===== src/rtl/systolic_feeder.sv =====
// ---------------------------------------------------------------------------
// systolic_feeder
//
// Operand staging and skew stage in front of a SIZE x SIZE systolic tile.
// Holds one A and one B matrix (loaded one row per handshake). A compute
// pass clears the array accumulators, drives the diagonally skewed operand
// wavefront for C = A*B, flushes zeros while the array drains, then pulses
// done.
//
// Ports
//   clk         : clock, rising edge
//   reset       : asynchronous, active-low; clears state, outputs, matrices
//   load_valid  : row load request
//   load_ready  : high only while idle (decoded from state)
//   load_sel    : 0 = matrix A, 1 = matrix B
//   load_row    : row index being written
//   load_data   : row elements, element k at [k*WIDTH +: WIDTH]
//   start       : begin a pass (only honoured while idle)
//   busy        : high in every state except idle (decoded from state)
//   acc_clear   : one-cycle accumulator clear pulse
//   feed_valid  : high on the 2*SIZE-1 operand beats
//   x0..x3      : row-edge operands, array rows 0..3
//   w0..w3      : column-edge operands, array columns 0..3
//   done        : one-cycle pulse once array results are final
//
// The x/w port list is fixed at four lanes, so SIZE is expected to be 4.
// ---------------------------------------------------------------------------
module systolic_feeder #(
  parameter int SIZE  = 4,
  parameter int WIDTH = 8,
  parameter int DRAIN = SIZE
) (
  input  logic                    clk,
  input  logic                    reset,
  input  logic                    load_valid,
  output logic                    load_ready,
  input  logic                    load_sel,
  input  logic [$clog2(SIZE)-1:0] load_row,
  input  logic [SIZE*WIDTH-1:0]   load_data,
  input  logic                    start,
  output logic                    busy,
  output logic                    acc_clear,
  output logic                    feed_valid,
  output logic [WIDTH-1:0]        x0,
  output logic [WIDTH-1:0]        x1,
  output logic [WIDTH-1:0]        x2,
  output logic [WIDTH-1:0]        x3,
  output logic [WIDTH-1:0]        w0,
  output logic [WIDTH-1:0]        w1,
  output logic [WIDTH-1:0]        w2,
  output logic [WIDTH-1:0]        w3,
  output logic                    done
);

  localparam int RW      = $clog2(SIZE);
  localparam int CNT_MAX = ((2*SIZE - 1) > DRAIN) ? (2*SIZE - 1) : DRAIN;
  localparam int CW      = $clog2(CNT_MAX + 1);

  typedef enum logic [2:0] {
    S_IDLE  = 3'd0,
    S_CLEAR = 3'd1,
    S_FEED  = 3'd2,
    S_FLUSH = 3'd3,
    S_DONE  = 3'd4
  } state_t;

  state_t            state_r;
  logic [CW-1:0]     cnt_r;
  logic [CW-1:0]     feed_t_s;
  logic              load_fire_s;

  logic [WIDTH-1:0]  a_r     [SIZE][SIZE];
  logic [WIDTH-1:0]  b_r     [SIZE][SIZE];
  logic [WIDTH-1:0]  x_r     [SIZE];
  logic [WIDTH-1:0]  w_r     [SIZE];
  logic [WIDTH-1:0]  x_nxt_s [SIZE];
  logic [WIDTH-1:0]  w_nxt_s [SIZE];

  logic              acc_clear_r;
  logic              feed_valid_r;
  logic              done_r;

  // Handshake/status decode straight from the state register.
  assign load_ready  = (state_r == S_IDLE);
  assign busy        = (state_r != S_IDLE);
  assign load_fire_s = load_valid && load_ready;

  // Beat index of the beat being registered at the next edge: the first
  // beat is loaded while leaving CLEAR, later beats while in FEED.
  always_comb begin
    if (state_r == S_CLEAR) begin
      feed_t_s = {CW{1'b0}};
    end else begin
      feed_t_s = cnt_r + {{(CW-1){1'b0}}, 1'b1};
    end
  end

  // Diagonal skew: row i sees A[i][t-i], column j sees B[t-j][j], zero
  // outside the matrix.
  always_comb begin
    for (int i = 0; i < SIZE; i++) begin
      x_nxt_s[i] = {WIDTH{1'b0}};
      w_nxt_s[i] = {WIDTH{1'b0}};
      for (int k = 0; k < SIZE; k++) begin
        x_nxt_s[i] = (feed_t_s == CW'(i + k)) ? a_r[i][k] : x_nxt_s[i];
        w_nxt_s[i] = (feed_t_s == CW'(i + k)) ? b_r[k][i] : w_nxt_s[i];
      end
    end
  end

  // Operand storage: one row written per accepted load handshake.
  always_ff @(posedge clk or negedge reset) begin
    if (!reset) begin
      for (int r = 0; r < SIZE; r++) begin
        for (int k = 0; k < SIZE; k++) begin
          a_r[r][k] <= {WIDTH{1'b0}};
          b_r[r][k] <= {WIDTH{1'b0}};
        end
      end
    end else begin
      for (int r = 0; r < SIZE; r++) begin
        for (int k = 0; k < SIZE; k++) begin
          if (load_fire_s && (load_row == RW'(r)) && !load_sel) begin
            a_r[r][k] <= load_data[k*WIDTH +: WIDTH];
          end
          if (load_fire_s && (load_row == RW'(r)) && load_sel) begin
            b_r[r][k] <= load_data[k*WIDTH +: WIDTH];
          end
        end
      end
    end
  end

  // Sequencer: state, beat/drain counter and all registered outputs. Each
  // output is computed for the state being entered so it appears in that
  // state's cycle.
  always_ff @(posedge clk or negedge reset) begin
    if (!reset) begin
      state_r      <= S_IDLE;
      cnt_r        <= {CW{1'b0}};
      acc_clear_r  <= 1'b0;
      feed_valid_r <= 1'b0;
      done_r       <= 1'b0;
      for (int i = 0; i < SIZE; i++) begin
        x_r[i] <= {WIDTH{1'b0}};
        w_r[i] <= {WIDTH{1'b0}};
      end
    end else begin
      acc_clear_r  <= 1'b0;
      feed_valid_r <= 1'b0;
      done_r       <= 1'b0;
      for (int i = 0; i < SIZE; i++) begin
        x_r[i] <= {WIDTH{1'b0}};
        w_r[i] <= {WIDTH{1'b0}};
      end
      case (state_r)
        S_IDLE: begin
          cnt_r <= {CW{1'b0}};
          if (start) begin
            state_r     <= S_CLEAR;
            acc_clear_r <= 1'b1;
          end else begin
            state_r <= S_IDLE;
          end
        end
        S_CLEAR: begin
          state_r      <= S_FEED;
          cnt_r        <= {CW{1'b0}};
          feed_valid_r <= 1'b1;
          x_r          <= x_nxt_s;
          w_r          <= w_nxt_s;
        end
        S_FEED: begin
          if (cnt_r == CW'(2*SIZE - 2)) begin
            state_r <= S_FLUSH;
            cnt_r   <= {CW{1'b0}};
          end else begin
            state_r      <= S_FEED;
            cnt_r        <= feed_t_s;
            feed_valid_r <= 1'b1;
            x_r          <= x_nxt_s;
            w_r          <= w_nxt_s;
          end
        end
        S_FLUSH: begin
          if (cnt_r == CW'(DRAIN - 1)) begin
            state_r <= S_DONE;
            cnt_r   <= {CW{1'b0}};
            done_r  <= 1'b1;
          end else begin
            state_r <= S_FLUSH;
            cnt_r   <= cnt_r + {{(CW-1){1'b0}}, 1'b1};
          end
        end
        S_DONE: begin
          state_r <= S_IDLE;
          cnt_r   <= {CW{1'b0}};
        end
        default: begin
          state_r <= S_IDLE;
          cnt_r   <= {CW{1'b0}};
        end
      endcase
    end
  end

  assign acc_clear  = acc_clear_r;
  assign feed_valid = feed_valid_r;
  assign done       = done_r;
  assign x0 = x_r[0];
  assign x1 = x_r[1];
  assign x2 = x_r[2];
  assign x3 = x_r[3];
  assign w0 = w_r[0];
  assign w1 = w_r[1];
  assign w2 = w_r[2];
  assign w3 = w_r[3];

endmodule


===== config.mk =====
export PLATFORM = sky130hd
export DESIGN_NAME = systolic_feeder
export DESIGN_NICKNAME = d
export VERILOG_FILES = /design/src/rtl/systolic_feeder.sv
export SDC_FILE = /design/constraint.sdc
export NUM_CORES = 1
export LEC_CHECK = 0
export CAP_MARGIN = 20
export CORE_ASPECT_RATIO = 1.25
export CORE_MARGIN = 1.5
export CORE_UTILIZATION = 53
export CTS_BUF_LIST = sky130_fd_sc_hd__clkbuf_16
export DETAILED_ROUTE_END_ITERATION = 10
export PLACE_DENSITY_LB_ADDON = 0.08
export SLEW_MARGIN = 20
export SYNTH_ARGS = -nofsm -noshare
export SYNTH_HDL_FRONTEND = slang
export SYNTH_SLANG_ARGS = --single-unit

===== constraint.sdc =====
create_clock -name clk -period 2.45 [get_ports clk]
set_input_delay 0.245 -clock clk [delete_from_list [all_inputs] [get_ports clk]]
set_output_delay 0.245 -clock clk [all_outputs]
set_load 0.01 [all_outputs]

Yosys cells after proc, flatten, opt, wreduce, memory -nomap -nowiden:

Cells that the tools add are included.

* flip-flop bits (word level): 329
* input bits: 39
* output and inout port bits: 69
* word-level logic and storage cells: 128

* $add $sub $neg: 1
* equal/unequal tests: 14
* multiplexer cells: 50
* reduce and logical (&&, ||, !) cells: 18

Operator list (count)
* 2-to-1 mux 8 bit: 32
* case mux 32 bit (2 select lines): 2
* 2-to-1 mux 32 bit: 2
* == test 3 x 2 -> 1 bit, second input constant: 5
* logical AND 1 bit: 13
* == test 3 bit, second input constant: 4
* 2-to-1 mux 3 bit: 4
* case mux 3 bit (4 select lines): 1
* 2-to-1 mux 1 bit: 7
* == test 3 x 1 -> 1 bit, second input constant: 2
* logical NOT 3 bit: 2
* case mux 3 bit (2 select lines): 1
* == test 2 bit, second input constant: 2
* adder 3 x 1 -> 3 bit, second input constant: 1
* nonzero test 3 bit: 1
* == test 2 x 1 -> 1 bit, second input constant: 1
* logical NOT 2 bit: 1
* case mux 1 bit (2 select lines): 1
* logical NOT 1 bit: 1

Logic depth before layout (Yosys ltp):

Gate-level depths: netlist of run 1.

* depth in word-level cells: 9
* mapped depth: 11

Worst setup path before layout of run 1:

OpenSTA, ideal clock, no wires.

* kind: register to register
* from: register cnt_r[0]
* to: register x_r (netlist bit x1[6])
* setup time: 0.078 ns
* arrival: 2.291 ns
* slack: 0.081 ns
* stages on the path, launching flop included: 12
* buffers on the path: 5
* cell sequence: dfrtp_1 -> buf_2 -> clkbuf_1 -> inv_2 -> ha_1 -> nor2b_1 -> buf_2 -> and3_1 -> clkbuf_1 -> clkbuf_1 -> nand2_1 -> a21oi_1

* longest elaborated chain between the ends: 9
* elaborated cells between the ends (all ways): 13
* classes of those cells: add/sub: 1; eq/ne: 5; mux: 7

Ends and longest elaborated chain
* from (decl): RTL line 68 `logic [CW-1:0] cnt_r;`
* from (signal assigned): RTL line 140 `cnt_r <= {CW{1'b0}};`
* from (signal assigned): RTL line 158 `cnt_r <= {CW{1'b0}};`
* from (signal assigned): RTL line 168 `cnt_r <= {CW{1'b0}};`
* adder 3 x 1 -> 3 bit: RTL line 94 `feed_t_s = cnt_r + {{(CW-1){1'b0}}, 1'b1};`
* 2-to-1 mux 3 bit: RTL line 91 `if (state_r == S_CLEAR) begin`
* == test 3 x 1 -> 1 bit: RTL line 105 `x_nxt_s[i] = (feed_t_s == CW'(i + k)) ? a_r[i][k] : x_nxt_s[i];`
* 2-to-1 mux 8 bit (4 in series): RTL line 105
* 2-to-1 mux 32 bit: RTL line 174 `if (cnt_r == CW'(2*SIZE - 2)) begin`
* case mux 32 bit (2 select lines) (*): RTL line 156 `case (state_r)`
* to (signal, indexed assignment): RTL line 153 `x_r[i] <= {WIDTH{1'b0}};`
* to (signal assigned): RTL line 170 `x_r <= x_nxt_s;`
* to (signal assigned): RTL line 181 `x_r <= x_nxt_s;`
* to (decl): RTL line 74 `logic [WIDTH-1:0] x_r [SIZE];`

Every way passes the cells marked *; elsewhere a longest branch is shown, timed or not.
A chain may end at the register's enable or synchronous reset.

Worst setup path after layout of run 1:

* from: register cnt_r[0]
* to: register x_r (netlist bit x0[6])

* longest elaborated chain between the ends: 9
* elaborated cells between the ends (all ways): 13
* classes of those cells: add/sub: 1; eq/ne: 4; mux: 7; reduce/logical: 1

Ends and longest elaborated chain (RTL line)
* adder 3 x 1 -> 3 bit: 94
* 2-to-1 mux 3 bit: 91
* logical NOT 3 bit: 105
* 2-to-1 mux 8 bit (4 in series): 105
* 2-to-1 mux 32 bit: 174
* case mux 32 bit (2 select lines) (*): 156

Marks and branches as above.

==> results of run 1 <==
## layout by cell type, fill, tap and decap left out, types with 9 or more instances in the layout
cell type / instances
sky130_fd_sc_hd__a41oi_1: 16
sky130_fd_sc_hd__a22oi_1: 32
sky130_fd_sc_hd__a21oi_1: 64
sky130_fd_sc_hd__o21a_1: 9
sky130_fd_sc_hd__dfrtp_1: 327
sky130_fd_sc_hd__buf_4: 34
sky130_fd_sc_hd__clkbuf_16: 35
sky130_fd_sc_hd__nor2_1: 21
sky130_fd_sc_hd__mux2_1: 12
sky130_fd_sc_hd__o221ai_1: 9
sky130_fd_sc_hd__inv_1: 14
sky130_fd_sc_hd__clkdlybuf4s50_1: 106
sky130_fd_sc_hd__and3_1: 18
sky130_fd_sc_hd__nand2_1: 100
sky130_fd_sc_hd__mux2_2: 276
sky130_fd_sc_hd__buf_12: 17
sky130_fd_sc_hd__a32o_1: 16
sky130_fd_sc_hd__nor3b_1: 10
## sequential cells by signal, indices dropped and copies added (netlist names), 2 cells and up
register	cells
a_r	128
b_r	128
cnt_r	3
state_r	2
w0	8
w1	8
w2	8
w3	8
x0	8
x1	8
x2	8
x3	8
## metrics by stage
step,power (uW),utilization,std cells
after floorplan,13200,-,1049
after global placement,16200,0.606,1470
after detailed placement,16400,0.606,1470
after CTS,21200,0.646,1532
after global routing,22300,0.646,1532
final,21000,0.646,1533
## power by group through the flow
stage | combinational (uW) | sequential [uW] | clock, uW
floorplan | 4620 | 8540 | 0
detailed placement | 7660 | 8690 | 0
finish | 7660 | 8630 | 4740
CTS | 7720 | 8620 | 4830
global route | 8310 | 8890 | 5070
global placement | 7550 | 8620 | 0
## layout make-up
| cell class | count | share of cell area |
|---|---|---|
| flip-flops and latches | 328 | 0.490 |
| multi-input cells | 639 | 0.322 |
| repair buffers | 159 | 0.100 |
| clock buffers | 35 | 0.0523 |
| well taps | 340 | 0.0254 |
| clock inverters | 26 | 0.00837 |
| inverters | 5 | 0.00112 |
| diodes | 1 | 0.000149 |
## timing repair
| action | in CTS | in global routing |
|---|---|---|
| hold endpoints to repair | 54 | 0 |
| hold buffers | 1 | 0 |
| endpoints found under the setup margin | 0 | 5 |
| buffers inserted | 0 | 0 |
| resized for setup | 0 | 1 |
## worst max-delay path: cells and delay by family (launching register included)
kind | cells | cell delay, ns
AO/OA/AOI/OAI | 2 | 0.40
adder cells (fa/ha/maj) | 2 | 0.63
buffers and inverters | 2 | 0.49
flip-flops | 1 | 0.45
AND/OR/NAND/NOR | 1 | 0.27
## layer usage
| metal | GRT usage | vias up |
|---|---|---|
| met4 | 0.0875 | 2 |
| met1 | 0.376 | 4772 |
| met3 | 0.0374 | 61 |
| met5 | 0 | - |
| li1 | - | 4034 |
| met2 | 0.444 | 244 |
## kinds of logic (layout without fill, tap and decap cells)
group / after synthesis / count (layout) / synth area share
flip-flops: 328 / 328 / 0.588
buffers and inverters: 82 / 225 / 0.0285
other: 0 / 1 / 0
adder cells (fa/ha/maj): 4 / 4 / 0.00359
AO/OA/AOI/OAI: 161 / 161 / 0.0804
AND/OR/NAND/NOR: 186 / 186 / 0.0666
multiplexers: 288 / 288 / 0.233
## synthesized netlist by cell type, drive strengths merged (4+ instances only)
master / count
nand2: 101
mux2: 288
buf: 50
dfrtp: 328
o21a: 9
inv: 5
nor2: 25
clkbuf: 27
or4: 6
a41oi: 16
o221ai: 9
a211oi: 6
a21oi: 64
and3: 18
nor3b: 13
nand2b: 5
a22oi: 32
a32o: 16
ha: 4
## final timing paths
| kind | slack (ns) | startpoint | endpoint | depth (start not counted) |
|---|---|---|---|---|
| worst max-delay path | 0.15 | cnt_r[0] | x0[6] | 7 |
| worst min-delay path | 0.27 | reset | b_r[123] | 2 |
| worst max register to register | 0.15 | cnt_r[0] | x0[6] | 7 |
| worst min register to register | 0.48 | b_r[115] | b_r[115] | 1 |
| max in group asynchronous | 1.38 | reset | b_r[5] | 3 |
| min in group clk | 0.33 | start | acc_clear | 2 |
==> impl_metrics.xml, run 1 <==
<?xml version="1.0" encoding="UTF-8"?>
<metrics>
  <group name="setup_path">
    <metric name="worst-path-max-fanout" unit="">34</metric>
    <metric name="worst_path_largest_cell_delay" unit="ns">0.45</metric>
    <metric name="cp_slowest_cell" unit="">sky130_fd_sc_hd__dfrtp_2</metric>
    <metric name="worstSetupStartpointType" unit="">flip-flop</metric>
    <metric name="worstPathArrival" unit="ns">2.74</metric>
    <metric name="cp_common_cell" unit="">sky130_fd_sc_hd__ha_1</metric>
    <metric name="timing.critical_path.to_type" unit="">flip-flop</metric>
    <metric name="path_class" unit="">flip-flop to flip-flop</metric>
    <metric name="worst-endpoint-required" unit="ns">2.89</metric>
    <metric name="crit_path_cell_trace" unit="">ha_1 -&gt; ha_1 -&gt; buf_12 -&gt; nand4b_2 -&gt; buf_4 -&gt; a32o_1 -&gt; a21oi_1</metric>
  </group>
  <group name="drt">
    <metric name="first_iter_violations" unit="">563</metric>
    <metric name="highest_layer" unit="">met5</metric>
    <metric name="antenna_violating_nets_post_route" unit="">0</metric>
    <metric name="wl_met2" unit="um">17200</metric>
    <metric name="drt_first_pass_iters" unit="">5</metric>
    <metric name="drcViolationCount" unit="">0</metric>
    <metric name="drt-met1-wl" unit="um">15500</metric>
    <metric name="detailroute.via_count" unit="">9113</metric>
    <metric name="routedWlPerCell" unit="um">23.1</metric>
    <metric name="route.detailed.vias_per_inst" unit="">5.94</metric>
    <metric name="wl_met3" unit="um">1550</metric>
    <metric name="totalWireLength" unit="um">35300</metric>
  </group>
  <group name="floorplan">
    <metric name="initial_core_utilization" unit="">0.538</metric>
    <metric name="dieWidth" unit="um">148</metric>
    <metric name="die_y" unit="um">184</metric>
    <metric name="core" unit="um^2">25900</metric>
    <metric name="row_count" unit="">66</metric>
    <metric name="io_pins" unit="">108</metric>
    <metric name="die_area" unit="um^2">27300</metric>
  </group>
  <group name="global_route">
    <metric name="gr-total-overflow" unit="">0</metric>
    <metric name="grt_pass1_wl" unit="um">55700</metric>
    <metric name="grt_max_degree" unit="">88</metric>
    <metric name="antenna_found_initial" unit="">1</metric>
    <metric name="first_global_vias" unit="">9381</metric>
    <metric name="groute.usage.overall" unit="">0.271</metric>
  </group>
  <group name="place">
    <metric name="globalplace.congestion" unit="">0.777</metric>
    <metric name="placedInstanceArea" unit="um^2">15700</metric>
    <metric name="place.port_buffers" unit="">107</metric>
    <metric name="dpl_worst_slack" unit="ns">0.161</metric>
    <metric name="dpl.hpwl" unit="um">22000</metric>
  </group>
  <group name="yosys">
    <metric name="syn-cell-area" unit="um^2">13900</metric>
    <metric name="synth_async_sr_flop_share" unit="">1.00</metric>
    <metric name="synth_ff_type" unit="">sky130_fd_sc_hd__dfrtp_1</metric>
    <metric name="ff_latch_count_synth" unit="">328</metric>
    <metric name="synth-edff-count" unit="">0</metric>
    <metric name="synth.yosys.warnings" unit="">0</metric>
    <metric name="synth_cells" unit="">1049</metric>
    <metric name="post_synth_num_cell_types" unit="">47</metric>
    <metric name="synthDominantCellAreaShare" unit="">0.588</metric>
    <metric name="synth.avg_cell_area" unit="um^2">13.3</metric>
    <metric name="netlist.top_cell.by_area" unit="">sky130_fd_sc_hd__dfrtp_1</metric>
    <metric name="synth_top_cells_by_area" unit="">sky130_fd_sc_hd__dfrtp_1, sky130_fd_sc_hd__mux2_2, sky130_fd_sc_hd__nand2_1</metric>
    <metric name="synth_nets" unit="">1092</metric>
    <metric name="synth-seq-area-share" unit="">0.588</metric>
  </group>
  <group name="clock_tree">
    <metric name="clk_latency" unit="ns">0.52</metric>
    <metric name="register_clock_pin_slew_on_the_reported_worst_setup_and_hold_paths" unit="ns">0.06</metric>
    <metric name="numCtsBuffers" unit="">35</metric>
    <metric name="clkSinkCount" unit="">328</metric>
    <metric name="clockBufferDepth" unit="">3</metric>
    <metric name="clockRootBuffer" unit="">sky130_fd_sc_hd__clkbuf_16</metric>
    <metric name="cts.htree.levels" unit="">2</metric>
    <metric name="cts_tree" unit="">yes</metric>
  </group>
  <group name="sta">
    <metric name="fin_skew" unit="ns">0.0184</metric>
    <metric name="max-slew-margin-rel" unit="">0.562</metric>
    <metric name="setup_ws" unit="ns">0.148</metric>
    <metric name="finalWorstPathRequiredPeriod" unit="ns">2.30</metric>
    <metric name="finalSetupViolations" unit="">0</metric>
    <metric name="setup_repair_after_global_routing_missed_its_margin" unit="">no</metric>
    <metric name="layout_worst_path_cycle_share" unit="">0.940</metric>
    <metric name="finalSetupTns" unit="ns">0</metric>
    <metric name="timing.fmax" unit="MHz">434</metric>
    <metric name="holdWs" unit="ns">0.270</metric>
    <metric name="report.final.hold_viol_count" unit="">0</metric>
    <metric name="finalMaxSlewViolations" unit="">0</metric>
    <metric name="worst_pin_slew" unit="ns">0.655</metric>
  </group>
  <group name="finish">
    <metric name="num-nets-final" unit="">1211</metric>
    <metric name="area_of_the_multi_input_gates" unit="um^2">5390</metric>
    <metric name="drive_above_1_share" unit="">0.329</metric>
    <metric name="area.sequential" unit="um^2">8210</metric>
    <metric name="non_filler_cell_area_final" unit="um^2">16700</metric>
    <metric name="fillers" unit="">2075</metric>
    <metric name="area_growth_syn_to_layout" unit="%">20.1</metric>
  </group>
  <group name="outcome">
    <metric name="run_status" unit="">complete, no violations</metric>
  </group>
  <group name="power_and_ir_drop">
    <metric name="power.density" unit="nW/um^2">1260</metric>
    <metric name="leakagePower" unit="uW">0.00765</metric>
    <metric name="net_switching_power_figure" unit="uW">7000</metric>
    <metric name="pwr-share-seq" unit="">0.410</metric>
    <metric name="ir_worst_vdd" unit="V">0.000772</metric>
    <metric name="intPower" unit="uW">14000</metric>
    <metric name="clkPwrFrac" unit="">0.225</metric>
    <metric name="sw_frac_of_total" unit="">0.333</metric>
    <metric name="comb_power_share" unit="">0.364</metric>
  </group>
  <group name="run">
    <metric name="maxcap_viol_count" unit="">0</metric>
  </group>
  <group name="worst_hold_path">
    <metric name="worst_hold_check_path_type" unit="">input port to asynchronous set/reset pin</metric>
  </group>
</metrics>
(Power assumes the default switching activity.)
==> run 2: changes to the inputs <==
--- a/config.mk
+++ b/config.mk
@@ -11,7 +11,7 @@
 export CORE_UTILIZATION = 53
 export CTS_BUF_LIST = sky130_fd_sc_hd__clkbuf_16
 export DETAILED_ROUTE_END_ITERATION = 10
-export PLACE_DENSITY_LB_ADDON = 0.08
+export PLACE_DENSITY = 0.76
 export SLEW_MARGIN = 20
 export SYNTH_ARGS = -nofsm -noshare
 export SYNTH_HDL_FRONTEND = slang
==> impl_metrics.xml, run 2 (synthesis gave the netlist of run 1 again) <==
<?xml version="1.0" encoding="UTF-8"?>
<metrics>
  <group name="outcome">
    <metric name="run_status" unit="">complete, no violations</metric>
  </group>
  <group name="setup_path">
    <metric name="path_class" unit="">flip-flop to flip-flop</metric>
    <metric name="rr_worst_depth" unit="">8</metric>
    <metric name="r2r_end" unit="">x1[7]</metric>
    <metric name="worst-endpoint-required" unit="ns">2.88</metric>
    <metric name="timing.critical_path.to_type" unit="">flip-flop</metric>
    <metric name="worstSetupStartpointType" unit="">flip-flop</metric>
    <metric name="worst-path-max-fanout" unit="">27</metric>
    <metric name="regToRegSetupSlack" unit="ns">0.13</metric>
    <metric name="worstPathArrival" unit="ns">2.74</metric>
    <metric name="worst_r2r_startpoint" unit="">cnt_r[0]</metric>
  </group>
  <group name="drt">
    <metric name="drcViolationCount" unit="">0</metric>
    <metric name="antenna_violating_nets_post_route" unit="">0</metric>
    <metric name="detailroute.via_count" unit="">9165</metric>
    <metric name="route.detailed.vias_per_inst" unit="">6.02</metric>
    <metric name="totalWireLength" unit="um">35200</metric>
    <metric name="routedWlPerCell" unit="um">23.1</metric>
    <metric name="drt_first_pass_iters" unit="">5</metric>
    <metric name="first_iter_violations" unit="">542</metric>
  </group>
  <group name="finish">
    <metric name="antenna_cells" unit="">0</metric>
    <metric name="area_growth_syn_to_layout" unit="%">19.6</metric>
    <metric name="fin_util" unit="">0.643</metric>
    <metric name="biggest_registers_after_layout" unit="">a_r: 128 flops, b_r: 128 flops</metric>
    <metric name="fin_cells" unit="">1523</metric>
    <metric name="num-nets-final" unit="">1204</metric>
    <metric name="layout_common_cells" unit="">sky130_fd_sc_hd__dfrtp_1, sky130_fd_sc_hd__mux2_2, sky130_fd_sc_hd__clkdlybuf4s50_1</metric>
    <metric name="drive_above_1_share" unit="">0.322</metric>
    <metric name="non_filler_cell_area_final" unit="um^2">16700</metric>
    <metric name="mostFrequentLayoutCell" unit="">sky130_fd_sc_hd__dfrtp_1</metric>
  </group>
  <group name="clock_tree">
    <metric name="cts_tree" unit="">yes</metric>
    <metric name="clockBufferDepth" unit="">3</metric>
    <metric name="clockRootBuffer" unit="">sky130_fd_sc_hd__clkbuf_16</metric>
    <metric name="cts.htree.levels" unit="">1</metric>
    <metric name="numCtsBuffers" unit="">31</metric>
    <metric name="clkSinkCount" unit="">328</metric>
    <metric name="clk_latency" unit="ns">0.57</metric>
    <metric name="register_clock_pin_slew_on_the_reported_worst_setup_and_hold_paths" unit="ns">0.06</metric>
  </group>
  <group name="sta">
    <metric name="finalWorstPathRequiredPeriod" unit="ns">2.32</metric>
    <metric name="layout_worst_path_cycle_share" unit="">0.946</metric>
    <metric name="max-slew-margin-rel" unit="">0.537</metric>
    <metric name="finalMaxSlewViolations" unit="">0</metric>
    <metric name="setup_repair_after_global_routing_missed_its_margin" unit="">no</metric>
    <metric name="finalSetupViolations" unit="">0</metric>
    <metric name="setup_ws" unit="ns">0.132</metric>
    <metric name="timing.fmax" unit="MHz">431</metric>
    <metric name="fin_skew" unit="ns">0.0106</metric>
    <metric name="worst_pin_slew" unit="ns">0.692</metric>
    <metric name="finalSetupTns" unit="ns">0</metric>
    <metric name="report.final.hold_viol_count" unit="">0</metric>
  </group>
  <group name="power_and_ir_drop">
    <metric name="comb_power_share" unit="">0.373</metric>
    <metric name="leakagePower" unit="uW">0.00761</metric>
    <metric name="sw_frac_of_total" unit="">0.335</metric>
    <metric name="net_switching_power_figure" unit="uW">6950</metric>
    <metric name="ir_worst_vdd" unit="V">0.000714</metric>
    <metric name="intPower" unit="uW">13800</metric>
    <metric name="power.density" unit="nW/um^2">1240</metric>
    <metric name="clkPwrFrac" unit="">0.212</metric>
    <metric name="pwr-share-seq" unit="">0.416</metric>
  </group>
  <group name="floorplan">
    <metric name="dieWidth" unit="um">148</metric>
    <metric name="die_y" unit="um">184</metric>
    <metric name="row_count" unit="">66</metric>
    <metric name="io_pins" unit="">108</metric>
    <metric name="core" unit="um^2">25900</metric>
    <metric name="die_area" unit="um^2">27300</metric>
    <metric name="initial_core_utilization" unit="">0.538</metric>
  </group>
  <group name="global_route">
    <metric name="grt_pass1_wl" unit="um">54700</metric>
    <metric name="first_global_vias" unit="">9466</metric>
    <metric name="gr-total-overflow" unit="">0</metric>
    <metric name="groute.usage.overall" unit="">0.265</metric>
    <metric name="grt_max_degree" unit="">87</metric>
    <metric name="antenna_found_initial" unit="">1</metric>
  </group>
  <group name="place">
    <metric name="dp.cells" unit="">1467</metric>
    <metric name="place.port_buffers" unit="">107</metric>
    <metric name="dpl_worst_slack" unit="ns">0.122</metric>
    <metric name="placedInstanceArea" unit="um^2">15800</metric>
    <metric name="globalplace.congestion" unit="">0.812</metric>
    <metric name="dpl.hpwl" unit="um">21900</metric>
  </group>
  <group name="worst_hold_path">
    <metric name="worst_hold_check_path_type" unit="">input port to asynchronous set/reset pin</metric>
  </group>
  <group name="run">
    <metric name="maxcap_viol_count" unit="">0</metric>
  </group>
</metrics>
[run 2: power by group through the flow]
stage / Clock (uW) / Combinational [uW] / Sequential [uW]
after floorplan: 0 / 4620 / 8540
after global placement: 0 / 7500 / 8600
after detailed placement: 0 / 7660 / 8700
after CTS: 4450 / 7720 / 8630
after global routing: 4650 / 8310 / 8870
final: 4390 / 7730 / 8620
[run 2: worst max path at each step]
stage	cells past startpoint	slack, ns	start	to
finish	8	0.13	cnt_r[0]	x1[7]
global placement	6	0.15	cnt_r[0]	x3[2]
floorplan	11	0.08	cnt_r[0]	x1[6]
detailed placement	7	0.12	load_valid	b_r[97]
global route	8	0.01	cnt_r[0]	x3[4]
CTS	4	0.04	state_r[0]	load_ready
[run 2: what timing repair did]
action                     CTS  global route
hold endpoints to repair    73             0
setup buffers                0             0
hold buffers                 1             0
setup endpoints to repair    0             2
resized for setup            0             2
[run 2: stage by stage]
stage	hold WS, ns	power (uW)
2_1_floorplan	-0.0506	13200
3_3_place_gp	0.292	16100
3_5_place_dp	0.297	16400
4_1_cts	0.277	20800
5_1_grt	0.303	21800
6_report	0.253	20700
[run 2: layout make-up]
cell class | count | area, um^2
Clock buffer | 31 | 776
Clock inverter | 24 | 136
Fill cell | 1974 | 9250
Inverter | 5 | 18.8
Multi-Input combinational cell | 639 | 5390
Sequential cell | 328 | 8210
Tap cell | 340 | 425
Timing Repair Buffer | 156 | 1720
[run 2: critical path, cell delays in order, from the launching register on]
cell	delay [ns]
sky130_fd_sc_hd__dfrtp_2	0.46
sky130_fd_sc_hd__ha_1	0.23
sky130_fd_sc_hd__ha_1	0.30
sky130_fd_sc_hd__buf_4	0.17
sky130_fd_sc_hd__nand2b_1	0.23
sky130_fd_sc_hd__nor2_4	0.07
sky130_fd_sc_hd__buf_12	0.19
sky130_fd_sc_hd__a222oi_1	0.39
sky130_fd_sc_hd__nor2_1	0.14
[run 2: per-layer routing]
layer | up-vias | wire length, um | GRT usage | share of wire
met5 | - | 0 | 0 | 0
met4 | 0 | 1150 | 0.0907 | 0.033
met3 | 67 | 2070 | 0.0344 | 0.059
met2 | 301 | 17700 | 0.453 | 0.50
met1 | 4795 | 14200 | 0.350 | 0.41
li1 | 4002 | - | - | -
